--- config.mk ---
export PLATFORM = sky130hd
export DESIGN_NAME = matrix_buffer_rc_flat
export DESIGN_NICKNAME = d
export VERILOG_FILES = /design/src/rtl/matrix_buffer_rc_pkg.sv /design/src/rtl/matrix_buffer_rc_if.sv /design/src/rtl/matrix_buffer_rc_scan_ctrl.sv /design/src/rtl/matrix_buffer_rc.sv /design/src/flat_wrapper.sv
export SDC_FILE = /design/constraint.sdc
export NUM_CORES = 1
export LEC_CHECK = 0
export BUFFER_PORTS_ARGS = -buffer_cell sky130_fd_sc_hd__buf_4
export CORE_MARGIN = 8
export CORE_UTILIZATION = 35
export CTS_CLUSTER_DIAMETER = 100
export DETAILED_ROUTE_END_ITERATION = 12
export GPL_TIMING_DRIVEN = 0
export PLACE_DENSITY = 0.49
export SLEW_MARGIN = 20
export SYNTH_ARGS = -nofsm -noshare
export SYNTH_HDL_FRONTEND = slang
export SYNTH_SLANG_ARGS = --single-unit
--- constraint.sdc ---
create_clock -name clk -period 3.3 [get_ports clk]
set_input_delay 0.825 -clock clk [delete_from_list [all_inputs] [get_ports clk]]
set_output_delay 0.825 -clock clk [all_outputs]
set_load 0.03 [all_outputs]
--- src/rtl/matrix_buffer_rc_pkg.sv ---
`default_nettype none
// ============================================================================
//  Module      : matrix_pkg
//  Description : Shared constants, scan state encoding and the linear-index
//                helper for the matrix buffer with row/column scan.
//  Revision    : 1.0 - initial release
// ============================================================================
package matrix_pkg;

  // Default geometry: a 3x3 matrix of 3-bit elements
  localparam int DEF_DATA_W = 3;
  localparam int DEF_ROWS   = 3;
  localparam int DEF_COLS   = 3;

  // Scan engine states
  typedef enum logic [0:0] {
    IDLE = 1'b0,
    SCAN = 1'b1
  } scan_state_e;

  // Scan order, as seen on scan_col_major
  localparam logic ROW_MAJOR = 1'b0;
  localparam logic COL_MAJOR = 1'b1;

  // Storage is flat and row-major: entry(row, col) lives at row*cols + col
  function automatic int unsigned lin_idx(input int unsigned row,
                                          input int unsigned col,
                                          input int unsigned cols);
    return row * cols + col;
  endfunction

endpackage
`default_nettype wire

--- src/rtl/matrix_buffer_rc_if.sv ---
`default_nettype none
// ============================================================================
//  Module      : matrix_buffer_rc_if
//  Description : Valid/ready stream carrying scanned matrix elements with
//                their row/column coordinates and an end-of-scan marker.
//  Revision    : 1.0 - initial release
// ============================================================================
interface matrix_buffer_rc_if #(
  parameter int DATA_W = 3,
  parameter int ROW_W  = 2,
  parameter int COL_W  = 2
);

  logic              scan_valid;
  logic              scan_ready;
  logic [DATA_W-1:0] scan_data;
  logic [ROW_W-1:0]  scan_row;
  logic [COL_W-1:0]  scan_col;
  logic              scan_last;

  // Producer side (the matrix buffer)
  modport master (
    output scan_valid,
    output scan_data,
    output scan_row,
    output scan_col,
    output scan_last,
    input  scan_ready
  );

  // Consumer side (e.g. the multiplier FSM)
  modport slave (
    input  scan_valid,
    input  scan_data,
    input  scan_row,
    input  scan_col,
    input  scan_last,
    output scan_ready
  );

endinterface
`default_nettype wire

--- src/rtl/matrix_buffer_rc_scan_ctrl.sv ---
`default_nettype none
// ============================================================================
//  Module      : matrix_scan_ctrl
//  Description : Scan sequencer. Walks every (row, col) of the matrix once in
//                row-major or column-major order, pacing on the consumer's
//                ready, and tells the storage which element to load next.
//  Revision    : 1.0 - initial release
// ============================================================================
module matrix_scan_ctrl
  import matrix_pkg::*;
#(
  parameter int ROWS  = DEF_ROWS,
  parameter int COLS  = DEF_COLS,
  parameter int ROW_W = 2,
  parameter int COL_W = 2
) (
  input  wire              clk,
  input  wire              rst,
  input  wire              start,
  input  wire              col_major,
  input  wire              ready,
  output logic             load,
  output logic [ROW_W-1:0] ld_row,
  output logic [COL_W-1:0] ld_col,
  output logic             ld_last,
  output logic             busy
);

  localparam logic [ROW_W-1:0] ROW_LAST = ROW_W'(ROWS - 1);
  localparam logic [COL_W-1:0] COL_LAST = COL_W'(COLS - 1);

  scan_state_e      state_q, state_d;
  logic             order_q, order_d;
  logic [ROW_W-1:0] cur_row_q, cur_row_d;
  logic [COL_W-1:0] cur_col_q, cur_col_d;

  logic [ROW_W-1:0] nxt_row;
  logic [COL_W-1:0] nxt_col;
  logic             cur_last;

  // Successor of the presented element in the latched order
  always_comb begin
    nxt_row = cur_row_q;
    nxt_col = cur_col_q;
    if (order_q == COL_MAJOR) begin
      if (cur_row_q == ROW_LAST) begin
        nxt_row = '0;
        nxt_col = cur_col_q + COL_W'(1);
      end else begin
        nxt_row = cur_row_q + ROW_W'(1);
      end
    end else begin
      if (cur_col_q == COL_LAST) begin
        nxt_col = '0;
        nxt_row = cur_row_q + ROW_W'(1);
      end else begin
        nxt_col = cur_col_q + COL_W'(1);
      end
    end
  end

  assign cur_last = (cur_row_q == ROW_LAST) && (cur_col_q == COL_LAST);

  // Next-state, load strobe and load index
  always_comb begin
    state_d   = state_q;
    order_d   = order_q;
    cur_row_d = cur_row_q;
    cur_col_d = cur_col_q;
    load      = 1'b0;
    ld_row    = cur_row_q;
    ld_col    = cur_col_q;
    case (state_q)
      IDLE: begin
        if (start) begin
          order_d = col_major;
          load    = 1'b1;
          ld_row  = '0;
          ld_col  = '0;
          state_d = SCAN;
        end
      end
      SCAN: begin
        // start is deliberately not looked at here, even on the final handshake
        if (ready) begin
          if (cur_last) begin
            state_d = IDLE;
          end else begin
            load   = 1'b1;
            ld_row = nxt_row;
            ld_col = nxt_col;
          end
        end
      end
      default: state_d = IDLE;
    endcase
    if (load) begin
      cur_row_d = ld_row;
      cur_col_d = ld_col;
    end
  end

  assign ld_last = (ld_row == ROW_LAST) && (ld_col == COL_LAST);
  assign busy    = (state_q == SCAN);

  // State and position registers
  always_ff @(posedge clk) begin
    if (rst) begin
      state_q   <= IDLE;
      order_q   <= ROW_MAJOR;
      cur_row_q <= '0;
      cur_col_q <= '0;
    end else begin
      state_q   <= state_d;
      order_q   <= order_d;
      cur_row_q <= cur_row_d;
      cur_col_q <= cur_col_d;
    end
  end

endmodule
`default_nettype wire

--- src/rtl/matrix_buffer_rc.sv ---
`default_nettype none
// ============================================================================
//  Module      : matrix_buffer_rc
//  Description : Writable ROWS x COLS matrix store with a registered random
//                read port and a handshaked full-matrix scan stream in
//                row-major or column-major order.
//  Revision    : 1.0 - initial release
// ============================================================================
module matrix_buffer_rc
  import matrix_pkg::*;
#(
  parameter int DATA_W = DEF_DATA_W,
  parameter int ROWS   = DEF_ROWS,
  parameter int COLS   = DEF_COLS,
  parameter int ROW_W  = 2,
  parameter int COL_W  = 2
) (
  input  wire               clk,
  input  wire               rst,
  input  wire               wr_en,
  input  wire  [ROW_W-1:0]  wr_row,
  input  wire  [COL_W-1:0]  wr_col,
  input  wire  [DATA_W-1:0] wr_data,
  input  wire  [ROW_W-1:0]  rd_row,
  input  wire  [COL_W-1:0]  rd_col,
  output logic [DATA_W-1:0] rd_data,
  input  wire               scan_start,
  input  wire               scan_col_major,
  output logic              busy,
  matrix_buffer_rc_if.master scan
);

  localparam int DEPTH = ROWS * COLS;

  logic [DATA_W-1:0] mem_q [DEPTH];
  logic [DATA_W-1:0] mem_d [DEPTH];
  logic [DATA_W-1:0] rd_data_q, rd_data_d;
  logic [DATA_W-1:0] scan_data_q, scan_data_d;
  logic [ROW_W-1:0]  scan_row_q, scan_row_d;
  logic [COL_W-1:0]  scan_col_q, scan_col_d;
  logic              scan_last_q, scan_last_d;

  logic              ld;
  logic [ROW_W-1:0]  ld_row;
  logic [COL_W-1:0]  ld_col;
  logic              ld_last;
  logic              scan_busy;

  matrix_scan_ctrl #(
    .ROWS  (ROWS),
    .COLS  (COLS),
    .ROW_W (ROW_W),
    .COL_W (COL_W)
  ) u_scan_ctrl (
    .clk       (clk),
    .rst       (rst),
    .start     (scan_start),
    .col_major (scan_col_major),
    .ready     (scan.scan_ready),
    .load      (ld),
    .ld_row    (ld_row),
    .ld_col    (ld_col),
    .ld_last   (ld_last),
    .busy      (scan_busy)
  );

  // Write port: matching against every legal coordinate drops out-of-range writes
  always_comb begin
    mem_d = mem_q;
    if (wr_en) begin
      for (int r = 0; r < ROWS; r++) begin
        for (int c = 0; c < COLS; c++) begin
          if (wr_row == ROW_W'(r) && wr_col == COL_W'(c)) begin
            mem_d[lin_idx(r, c, COLS)] = wr_data;
          end
        end
      end
    end
  end

  // Random read of the pre-write contents; an unmatched index reads as 0
  always_comb begin
    rd_data_d = '0;
    for (int r = 0; r < ROWS; r++) begin
      for (int c = 0; c < COLS; c++) begin
        if (rd_row == ROW_W'(r) && rd_col == COL_W'(c)) begin
          rd_data_d = mem_q[lin_idx(r, c, COLS)];
        end
      end
    end
  end

  // Scan output register: snapshot the selected element on a load, else hold
  always_comb begin
    scan_data_d = scan_data_q;
    scan_row_d  = scan_row_q;
    scan_col_d  = scan_col_q;
    scan_last_d = scan_last_q;
    if (ld) begin
      scan_data_d = '0;
      for (int r = 0; r < ROWS; r++) begin
        for (int c = 0; c < COLS; c++) begin
          if (ld_row == ROW_W'(r) && ld_col == COL_W'(c)) begin
            scan_data_d = mem_q[lin_idx(r, c, COLS)];
          end
        end
      end
      scan_row_d  = ld_row;
      scan_col_d  = ld_col;
      scan_last_d = ld_last;
    end
  end

  // Storage, read and scan output registers
  always_ff @(posedge clk) begin
    if (rst) begin
      for (int i = 0; i < DEPTH; i++) begin
        mem_q[i] <= '0;
      end
      rd_data_q   <= '0;
      scan_data_q <= '0;
      scan_row_q  <= '0;
      scan_col_q  <= '0;
      scan_last_q <= 1'b0;
    end else begin
      mem_q       <= mem_d;
      rd_data_q   <= rd_data_d;
      scan_data_q <= scan_data_d;
      scan_row_q  <= scan_row_d;
      scan_col_q  <= scan_col_d;
      scan_last_q <= scan_last_d;
    end
  end

  assign rd_data         = rd_data_q;
  assign busy            = scan_busy;
  assign scan.scan_valid = scan_busy;
  assign scan.scan_data  = scan_data_q;
  assign scan.scan_row   = scan_row_q;
  assign scan.scan_col   = scan_col_q;
  assign scan.scan_last  = scan_last_q;

endmodule
`default_nettype wire

--- src/flat_wrapper.sv ---
// flat-port wrapper written by rule: the top's interface ports become plain ports
module matrix_buffer_rc_flat import matrix_pkg::*;
#(
  parameter int DATA_W = DEF_DATA_W,
  parameter int ROWS   = DEF_ROWS,
  parameter int COLS   = DEF_COLS,
  parameter int ROW_W  = 2,
  parameter int COL_W  = 2
)
  (clk, rst, wr_en, wr_row, wr_col, wr_data, rd_row, rd_col, rd_data, scan_start, scan_col_major, busy, scan_scan_valid, scan_scan_data, scan_scan_row, scan_scan_col, scan_scan_last, scan_scan_ready);
  matrix_buffer_rc_if #(.DATA_W(DATA_W), .ROW_W(ROW_W), .COL_W(COL_W)) scan_i ();
  input  wire clk;
  input  wire rst;
  input  wire wr_en;
  input  wire  [ROW_W-1:0] wr_row;
  input  wire  [COL_W-1:0] wr_col;
  input  wire  [DATA_W-1:0] wr_data;
  input  wire  [ROW_W-1:0] rd_row;
  input  wire  [COL_W-1:0] rd_col;
  output logic [DATA_W-1:0] rd_data;
  input  wire scan_start;
  input  wire scan_col_major;
  output logic busy;
  output wire logic [$bits(scan_i.scan_valid)-1:0] scan_scan_valid;
  output wire logic [$bits(scan_i.scan_data)-1:0] scan_scan_data;
  output wire logic [$bits(scan_i.scan_row)-1:0] scan_scan_row;
  output wire logic [$bits(scan_i.scan_col)-1:0] scan_scan_col;
  output wire logic [$bits(scan_i.scan_last)-1:0] scan_scan_last;
  input wire logic [$bits(scan_i.scan_ready)-1:0] scan_scan_ready;
  assign scan_scan_valid = scan_i.scan_valid;
  assign scan_scan_data = scan_i.scan_data;
  assign scan_scan_row = scan_i.scan_row;
  assign scan_scan_col = scan_i.scan_col;
  assign scan_scan_last = scan_i.scan_last;
  assign scan_i.scan_ready = scan_scan_ready;
  matrix_buffer_rc #(.DATA_W(DATA_W), .ROWS(ROWS), .COLS(COLS), .ROW_W(ROW_W), .COL_W(COL_W)) u_core (.clk(clk), .rst(rst), .wr_en(wr_en), .wr_row(wr_row), .wr_col(wr_col), .wr_data(wr_data), .rd_row(rd_row), .rd_col(rd_col), .rd_data(rd_data), .scan_start(scan_start), .scan_col_major(scan_col_major), .busy(busy), .scan(scan_i));
endmodule
* Word-level counts from Yosys, hierarchy flattened *
Cells that the tools add are included.

operators by class
  bitwise logic cells = 1
  equal/unequal tests = 14
  multiplexer cells = 38
  reductions and logical operators = 44
  add/subtract/negate cells = 2

operator list
  kind                                                              number
  3-bit 2-to-1 mux                                                  18
  1-bit logical AND                                                 28
  2-bit 2-to-1 mux                                                  12
  2-bit AND reduction                                               10
  2-bit == test (second input constant)                             8
  2-bit by 1-bit == test with 1-bit output (second input constant)  6
  2-bit zero test                                                   6
  2-bit case mux with 2 select lines                                2
  2-bit by 1-bit adder with 2-bit output (second input constant)    2
  1-bit 2-to-1 mux                                                  4
  1-bit case mux with 2 select lines                                2
  1-bit NOT                                                         1

storage, ports and cells
  bits of input ports = 17
  register bits = 40
  word-level logic and storage cells = 115

* Longest topological paths before layout *
Gate-level depths: netlist (run 1).

  depth in word-level cells = 17
  gate-level depth with buffers = 10
  depth with buffers taken out = 9

* Modules after synthesis *
From an unflattened synthesis (run 1), not the netlist that was laid out.

unflattened totals
  cells, all modules = 307
  area, all modules = 2,590.0 µm²

modules (own cells, without submodules)
  module            sequential area each (µm²)  area each (µm²)  cells an instance  times used
  matrix_buffer_rc  760.7                       2,119.5          249                1
  matrix_scan_ctrl  120.1                       470.5            58                 1

* Least setup slack after synthesis (run 1) *
OpenSTA, ideal clock, no wires.

  path kind = reg-to-reg
  from = register u_core.scan.scan_row[0] (netlist name)
  to = register u_core.scan_data_q[1] (netlist: u_core.scan.scan_data[1])
  library setup time = 0.075 ns
  stages on the path, launching flop included = 11
  buffers on the path = 1
  path slack = 0.742 ns
  arrival time = 2.483 ns
  data required time = 3.225 ns
  period minus slack after synthesis = 2.558 ns
  cell sequence = dfxtp_1 inv_1 ha_1 mux2_1 mux2_2 a22o_1 buf_6 nand4_4 nand3_1 a211o_1 a22oi_2

RTL lines
  element                 line                     source
  end signal: assignment  matrix_buffer_rc.sv:128  scan_data_q <= scan_data_d;
  end: declaration        matrix_buffer_rc.sv:38   logic [DATA_W-1:0] scan_data_q, scan_data_d;

==> results by stage, run 1 <==
Placed design:
- The count of buffers inserted at the top-level ports is 26.
- The total half-perimeter wirelength after legalization and detailed placement is 4980 microns.
- The area of placed instances is 2660 sq um.
- The last weighted congestion value of the routability-driven placer is 0.824.

Route:
- After detailed routing, the number of remaining DRC violations is 0.
- The pre-antenna-repair detailed-routing pass consisted of 4 iterations.
- The wire length per cell is 16.3 microns.
- The detailed router's first-iteration violation count is 151.
- The remaining antenna violation count after routing is 0.
- The number of vias in the routed layout is 2094.
- Using the TritonRoute via totals, the vias-per-cell ratio works out to 5.30.
- For this block, the routed nets add up to 6440 microns of wire.

Floorplanning:
- The starting density of the core is 0.354.
- The die is 98.2 microns wide.
- The placement row count is 30.
- Pin placement for this block handled 30 I/O pins.
- The die outline area is 9650 sq um.
- The floorplan step set the die height to 98.2 microns.
- In this run the standard cell core region covers 6680 sq um.

CTS:
- Clock-pin slew was measured on the worst setup and hold paths at 0.07 ns.
- TritonCTS created 5 clock buffers.
- TritonCTS built the clock tree.
- The H-tree generated during clock tree synthesis spans 2 levels.
- Clock latency on the worst-skew pair, taken at its later pin, is 0.29 ns.
- The post-cts repair resize count is 0.
- In this run, post-CTS hold repair placed 0 buffers.
- The clock passes through at most 2 buffers.
- After clock tree synthesis, the setup repair step added 0 buffers.
- The tree is rooted in a sky130_fd_sc_hd__clkbuf_8.
- For this design, the sink count on the clock tree is 40.

Layout:
- The final standard cell area without fillers is 2770 sq um.
- In the final layout, the multi-input gates occupy 1450 sq um.
- Registers take 801 sq um.
- The number of fillers in the final layout is 713.
- The number of antenna diodes in the final layout is 0.
- The area growth from synthesis to layout is 17.0%.
- The final layout contains 337 nets.
- Of the cells placed in the final design, the portion with a size suffix greater than 1 is 0.171.

Synth:
- The cell area that synthesis handed to floorplanning was 2370 sq um.
- Of the total synthesized cell area, the portion taken by AND, OR, NAND and NOR gates is 0.237.
- The area fraction in compound gates after synthesis came to 0.178.
- The synthesized netlist net count is 304.
- For this run, the register share of the synthesized area comes to 0.338.
- The number of synthesized register bits is 40.
- During synthesis, Yosys emitted a total of 0 warnings.
- The share of synthesized registers carrying an async set or reset is 0.
- After synthesis, the largest family of logic cells by area is simple AND/OR/NAND/NOR gates.
- The most used flip-flop cell after synthesis is sky130_fd_sc_hd__dfxtp_1.
- Counting flops with a built-in enable in the synthesized netlist gives 0.
- After technology mapping, the gate count stands at 281.
- The adder-cell area share of the yosys netlist is 0.0317.
- A synthesized cell averages 8.42 sq um.
- The number of distinct library cells after synthesis is 52.
- After synthesis, the share of cell area in mux cells is 0.163.
- Of the total synthesized cell area, the portion taken by XOR and XNOR cells is 0.00370.

Pwr:
- The portion of total power attributed to the clock network is 0.371.
- Of the total power, combinational logic draws 0.156.
- The internal portion of total power is 781 uW.
- Summed over all cells, the static leakage comes to 1.11 nW.
- The share of total power dissipated in sequential elements is 0.473.
- The switching fraction of total power is 0.266.
- For this design the total switching power over the nets is 283 uW.
- The power density over the cells is 384 nW/um^2.
- The worst IR drop on VDD is 0.208 mV.

Worst setup path:
- STA classifies the critical path startpoint as a flop.
- The stage delay of the slowest cell on the critical path is 0.63 ns.
- STA classifies the critical path endpoint as a flop.
- The signal on the critical path passes through inv_1 -> ha_1 -> and2_1 -> nor4_1 -> nor3_2 -> mux2i_1 -> a21oi_1 -> a211oi_1 -> o22ai_1.
- The critical path data arrival time is 2.90 ns.
- The data required time of the worst path is 3.46 ns.
- The top cell family by delay on the critical path is simple AND/OR/NAND/NOR gates.
- In this run the worst path has a maximum fanout of 10.
- Together, buffers and inverters on the worst path number 1.
- The cell at the slowest stage of the critical path is sky130_fd_sc_hd__nor3_2.
- The type of the setup path with the least slack is flop to flop.

Min path:
- The worst hold path belongs to the class flop to flop.

STA:
- The maximum clock rate is 0.364 GHz.
- At the pin with the least slew margin, the transition time is 0.819 ns.
- For the final database, setup skew stands at 0.00520 ns.
- The worst slew margin relative to its limit is 0.451.
- The number of pins with negative max-slew slack in the final report is 0.
- The setup total negative slack is 0 ns.
- The hold violation count in the final report is 0.
- Setup repair after global routing left no endpoint under its margin.
- Setup violations remaining at the end of the flow were counted as 0.
- The share of the clock period used by the worst path after layout is 0.832.
- Subtracting the final worst setup slack from the clock period gives 2.75 ns.

GRT:
- The aggregate global routing overflow is 0.
- The via count of the first global-routing pass is 2029.
- The overall track demand over capacity in global routing is 0.138.
- The initial antenna violation count is 0.
- The global-route wire length before repair is 10800 microns.
- The largest net degree at the start of global routing is 13.

Run:
- The tool flagged a number of max-cap violations equal to 0.

Status:
- The run finished with clean final reports.
==> worst paths after layout <==
kind / start / endpoint / slack (ns) / depth (start not counted)
max: u_core.scan.scan_col[0] / u_core.scan.scan_data[2] / 0.55 / 9
min: u_core.scan.scan_last / u_core.scan.scan_last / 0.50 / 2
max reg2reg: u_core.scan.scan_col[0] / u_core.scan.scan_data[2] / 0.55 / 9
min reg2reg: u_core.scan.scan_last / u_core.scan.scan_last / 0.50 / 2
==> per-layer routing <==
| metal | track usage | up-vias | routed length, microns |
|---|---|---|---|
| met4 | 0.0319 | 0 | 46 |
| li1 | - | 1072 | - |
| met2 | 0.210 | 39 | 2820 |
| met3 | 0.0327 | 5 | 331 |
| met5 | 0 | - | 0 |
| met1 | 0.192 | 978 | 3250 |
==> stage by stage <==
step           power, mW  hold slack (ns)   util  setup slack, ns  cells
3_5_place_dp       0.682            0.489  0.399            0.453    387
5_1_grt             1.12            0.519  0.415            0.354    395
2_1_floorplan      0.623            0.475      -            0.742    281
6_report            1.06            0.501  0.415            0.554    395
4_1_cts             1.08            0.508  0.415            0.549    395
3_3_place_gp       0.682            0.476  0.399            0.390    387
==> flip-flops by register name, summed over array words and instances (netlist names) <==
signal and count:
u_core.mem_q 27, u_core.rd_data 3, u_core.scan.scan_col 2, u_core.scan.scan_data 3
u_core.scan.scan_last 1, u_core.scan.scan_row 2, u_core.u_scan_ctrl.busy 1, u_core.u_scan_ctrl.order_q 1
==> cells in the final DEF (no fill, tap or decap), drive strengths merged, types with 3 or more instances in the layout <==
cell	netlist	routed
nor3	8	8
a211o	3	3
nand2b	4	4
dfxtp	40	40
mux2i	34	34
a22oi	3	3
buf	7	33
mux2	4	4
nand3	6	6
nand3b	6	6
a311oi	3	3
ha	6	6
nand2	14	14
nor2	57	57
clkbuf	11	17
or3b	3	3
nor4	3	3
o21ai	9	9
or3	3	3
a211oi	9	9
inv	6	6
a21oi	17	17
nor2b	3	3
==> worst min-delay path, cell delays in order, from the launching register on <==
cell                      delay, ns
sky130_fd_sc_hd__dfxtp_1       0.33
sky130_fd_sc_hd__a21oi_1       0.06
sky130_fd_sc_hd__nor2_1        0.07
==> final cells by class <==
cell class                      count  share of cell area
Buffer                             18              0.0334
Clock buffer                        6              0.0262
Clock inverter                      2              0.0126
Inverter                            6             0.00813
Multi-Input combinational cell    217               0.524
Sequential cell                    40               0.289
Tap cell                           80              0.0361
Timing Repair Buffer               26              0.0705
==> Yosys cell counts (4+ instances only) <==
master / instances / area [sq um]
sky130_fd_sc_hd__nand2b_1: 4 / 25.0
sky130_fd_sc_hd__a21oi_1: 16 / 80.1
sky130_fd_sc_hd__ha_1: 6 / 75.1
sky130_fd_sc_hd__nand3_1: 6 / 30.0
sky130_fd_sc_hd__nand3b_1: 6 / 45.0
sky130_fd_sc_hd__inv_1: 6 / 22.5
sky130_fd_sc_hd__a211oi_1: 7 / 52.6
sky130_fd_sc_hd__nand2_1: 13 / 48.8
sky130_fd_sc_hd__clkbuf_1: 11 / 41.3
sky130_fd_sc_hd__o21ai_0: 9 / 45.0
sky130_fd_sc_hd__nor3_1: 7 / 35.0
sky130_fd_sc_hd__dfxtp_1: 40 / 801
sky130_fd_sc_hd__mux2i_1: 34 / 340
sky130_fd_sc_hd__nor2_1: 57 / 214
==> cells by family (layout without fill, tap and decap cells) <==
logic type,Yosys count,after routing
buffers and inverters,24,58
multiplexers,38,38
adder cells (fa/ha/maj),6,6
AO/OA/AOI/OAI,59,59
XOR/XNOR,1,1
AND/OR/NAND/NOR,113,113
flip-flops,40,40
==> power groups by stage <==
stage	Combinational, mW	Sequential, mW	Clock [mW]
finish	0.166	0.504	0.394
global route	0.183	0.506	0.430
CTS	0.167	0.504	0.408
detailed placement	0.167	0.515	0
global placement	0.167	0.515	0
floorplan	0.0989	0.524	0
No activity file was read; power rests on OpenSTA's default activity.
==> run 2: changes to the inputs <==
- PLACE_DENSITY: 0.49 -> 0.51
- clock period: 3.3 -> 2.4 ns (I/O delays scaled with it)
==> run 2 against run 1 <==
Fmax rose by 17%. Via count rose by 5.0%. Clock skew barely moved. Die area did not move. Combinational power rose by 64%. Highest routed layer unchanged. Register-to-register slack got worse by 0.50 ns. Largest power group unchanged. Total power rose by 32%. Setup slack got worse by 0.50 ns. First-iteration DRC count fell by 41%. Critical endpoint is now u_core.scan.scan_data[1]. Non-clock buffer count rose by 11.
==> results by stage, run 2 (synthesis results as in run 1) <==
Worst setup path:
- The worst register-to-register path begins at u_core.scan.scan_col[0].
- Broken down by cell family, the worst path's largest delay share belongs to compound AO/OA/AOI/OAI gates.
- The type of the setup path with the least slack is flop to flop.
- Traced cell by cell, the critical path runs through inv_4 -> ha_4 -> mux2_4 -> mux2_4 -> a22o_1 -> buf_6 -> nand4_4 -> nand3_2 -> a211o_1 -> a22oi_2.
- Following the worst setup path forward leads to its endpoint at u_core.scan.scan_data[1].
- The count of buffer and inverter cells on the critical path is 2 (+1).
- The endpoint kind of the worst setup timing path is a flop.
- The maximum fanout encountered on the critical timing path came to 6 (-4).
- The data required time of the worst path was 2.63 ns (-0.83 ns).
- The library cell appearing most often on the critical path is sky130_fd_sc_hd__mux2_4.
- The logic depth of the worst path, buffers included is 10 (+1).
- The largest individual stage delay along the critical path comes from the cell sky130_fd_sc_hd__dfxtp_4.
- The worst reg2reg path endpoint is u_core.scan.scan_data[1].
- The minimum setup slack among reg-to-reg paths is 0.05 ns (-0.50 ns).
- The kind of launch point of the worst setup path is a flop.
- The critical path data arrival time came to 2.58 ns (-0.32 ns).
- The stage delay of the slowest cell on the critical path is 0.39 ns (-0.24 ns).
- Tracing the worst setup path back leads to its startpoint at u_core.scan.scan_col[0].
- The number of cells on the worst reg-to-reg path came to 10 (+1).

STA:
- The slew at the pin closest to its max-slew limit is 0.669 ns (-0.151 ns).
- The number of pins with negative max-slew slack in the final report is 0 (unchanged).
- Setup repair after global routing could not meet its margin everywhere.
- The largest clock skew in the final design is 0.00509 ns (-0.000111 ns).
- The hold violation count in the final report was 0 (unchanged).
- The worst slew margin relative to its limit was 0.550 (+0.0992).
- The maximum clock rate is 0.425 GHz (+17%).
- The worst setup slack after layout is 0.0498 ns (-0.505 ns).
- The setup total negative slack is 0 ns (unchanged).
- The share of the clock period used by the worst path after layout was 0.979 (+0.147).
- The minimum clock period after layout is 2.35 ns (-0.395 ns).
- The setup-violating endpoint count in the final report is 0 (unchanged).
- The worst hold slack after final layout is 0.495 ns (-0.00546 ns).

Placed design:
- The pre-CTS worst setup slack was -0.302 ns (-0.755 ns).
- The last weighted congestion value of the routability-driven placer came to 0.822 (-0.25%).
- The total half-perimeter wirelength after legalization and detailed placement is 5040 microns (+1.2%).
- The count of buffers inserted at the top-level ports was 26 (unchanged).

Status:
- The run finished with clean final reports.

Layout:
- The total number of nets in the final design came to 348 (+3.3%).
- In the layout the commonest cells are sky130_fd_sc_hd__nor2_1 (57), sky130_fd_sc_hd__buf_4 (38), sky130_fd_sc_hd__dfxtp_1 (36).
- From synthesis to final layout, the design area changed by 29.0%.
- The count of antenna diodes in the layout came to 0 (unchanged).
- The share of layout cells above drive strength 1 is 0.295 (+0.124).
- The number of flip-flops under the largest register name is 27 (unchanged).
- The most common library cell in the layout ignoring fill and taps is sky130_fd_sc_hd__nor2_1.
- Counting flops per register, the top entry is u_core.mem_q.

Floorplanning:
- The floorplan core area is 6680 sq um (unchanged).
- The die outline area is 9650 sq um (unchanged).
- The width of the die is 98.2 microns (unchanged).
- The placement row count is 30 (unchanged).
- The count of pins on the block boundary is 30 (unchanged).
- The starting density of the core was 0.354 (unchanged).
- The floorplan die height came to 98.2 microns (unchanged).

GRT:
- The global-route wire length before repair is 11100 microns (+2.7%).
- The initial antenna violation count is 0 (unchanged).
- The overall track demand over capacity in global routing is 0.144 (+0.00522).
- The aggregate global routing overflow came to 0 (unchanged).
- The largest net degree at the start of global routing was 13 (unchanged).
- The via count of the first global-routing pass came to 2140 (+5.5%).

Route:
- The number of vias in the routed layout is 2198 (+5.0%).
- The wire length per cell is 17.4 microns (+6.7%).
- The via-per-instance ratio is 5.43 (+2.4%).
- The remaining antenna violation count after routing is 0 (unchanged).
- The detailed router's first-iteration violation count is 89 (-41%).
- The number of search-and-repair iterations in the first detailed-routing pass is 4 (unchanged).
- The residual DRC count is 0 (unchanged).
- The post-detailed-routing wire length came to 7050 microns (+9.5%).

Pwr:
- The power density over the cells is 460 nW/um^2 (+20%).
- The static leakage power was 1.20 nW (+8.5%).
- The worst IR drop on VDD is 0.378 mV (+82%).
- The sum of internal, switching and leakage power is 1.41 mW (+32%).

CTS:
- The number of clock sinks is 40 (unchanged).
- The CTS tree is done.
- The number of buffers on the longest clock path is 2 (unchanged).
- The maximum level of the CTS H-tree came to 2 (unchanged).
- The clock-pin transition on the worst setup and hold timing paths was 0.08 ns (about the same).
- The clock network latency to the later pin of the worst-skew pair came to 0.30 ns (about the same).
- The cell sitting at the root of the clock tree is a sky130_fd_sc_hd__clkbuf_8.
- The number of buffers added by the clock tree synthesis step is 5 (unchanged).

Min path:
- The type of the most critical hold path is flop to flop.
- In this run the most critical hold path is launched from u_core.scan.scan_last.

Run:
- The number of max-capacitance violations reported is 0 (unchanged).
run 2: worst reg2reg max path: stages, from the launching register on:
cell and delay (ns):
sky130_fd_sc_hd__dfxtp_4 0.39, sky130_fd_sc_hd__inv_4 0.05, sky130_fd_sc_hd__ha_4 0.17, sky130_fd_sc_hd__mux2_4 0.30, sky130_fd_sc_hd__mux2_4 0.29, sky130_fd_sc_hd__a22o_1 0.24
sky130_fd_sc_hd__buf_6 0.15, sky130_fd_sc_hd__nand4_4 0.13, sky130_fd_sc_hd__nand3_2 0.10, sky130_fd_sc_hd__a211o_1 0.32, sky130_fd_sc_hd__a22oi_2 0.15
run 2: through the flow:
stage / utilization / cell area [sq um] / instances
finish: 0.457 / 3050 / 405
global route: 0.457 / 3050 / 405
CTS: 0.430 / 2870 / 398
detailed placement: 0.400 / 2670 / 387
global placement: 0.400 / 2670 / 387
floorplan: - / 2370 / 281
run 2: per-layer routing:
| layer | wire length, microns | share of wire | track usage |
|---|---|---|---|
| met1 | 3380 | 0.48 | 0.185 |
| met5 | 0 | 0 | 0 |
| met4 | 76 | 0.011 | 0.0413 |
| met3 | 335 | 0.048 | 0.0320 |
| met2 | 3260 | 0.46 | 0.233 |
run 2: timing repair:
action | in CTS | in global routing
setup endpoints to repair | 3 | 3
pin swaps | 2 | 13
buffers inserted | 4 | 6
resized for setup | 17 | 28
gates cloned | 0 | 1
hold buffers | 0 | 0
run 2: worst min path at each step:
stage                                   end  depth (start not counted)
finish                u_core.scan.scan_last                          2
global route        u_core.u_scan_ctrl.busy                          2
global placement      u_core.scan.scan_last                          2
CTS                   u_core.scan.scan_last                          2
detailed placement    u_core.scan.scan_last                          2
floorplan                   u_core.mem_q[1]                          2
run 2: final cells by class:
| type | count | area [sq um] |
|---|---|---|
| timing repair buffer | 37 | 275 |
| sequential | 40 | 813 |
| tap | 80 | 100 |
| fill | 688 | 3630 |
| clock inverter | 2 | 11.3 |
| inverter | 6 | 30.0 |
| clock buffer | 5 | 68.8 |
| buffer | 18 | 95.1 |
| multi-input combinational | 217 | 1660 |
run 2: power by group:
group          switching [mW]  leakage, nW  internal, mW
Clock                   0.244       0.0443         0.198
Combinational           0.165        0.832         0.108
Sequential             0.0151        0.327         0.676
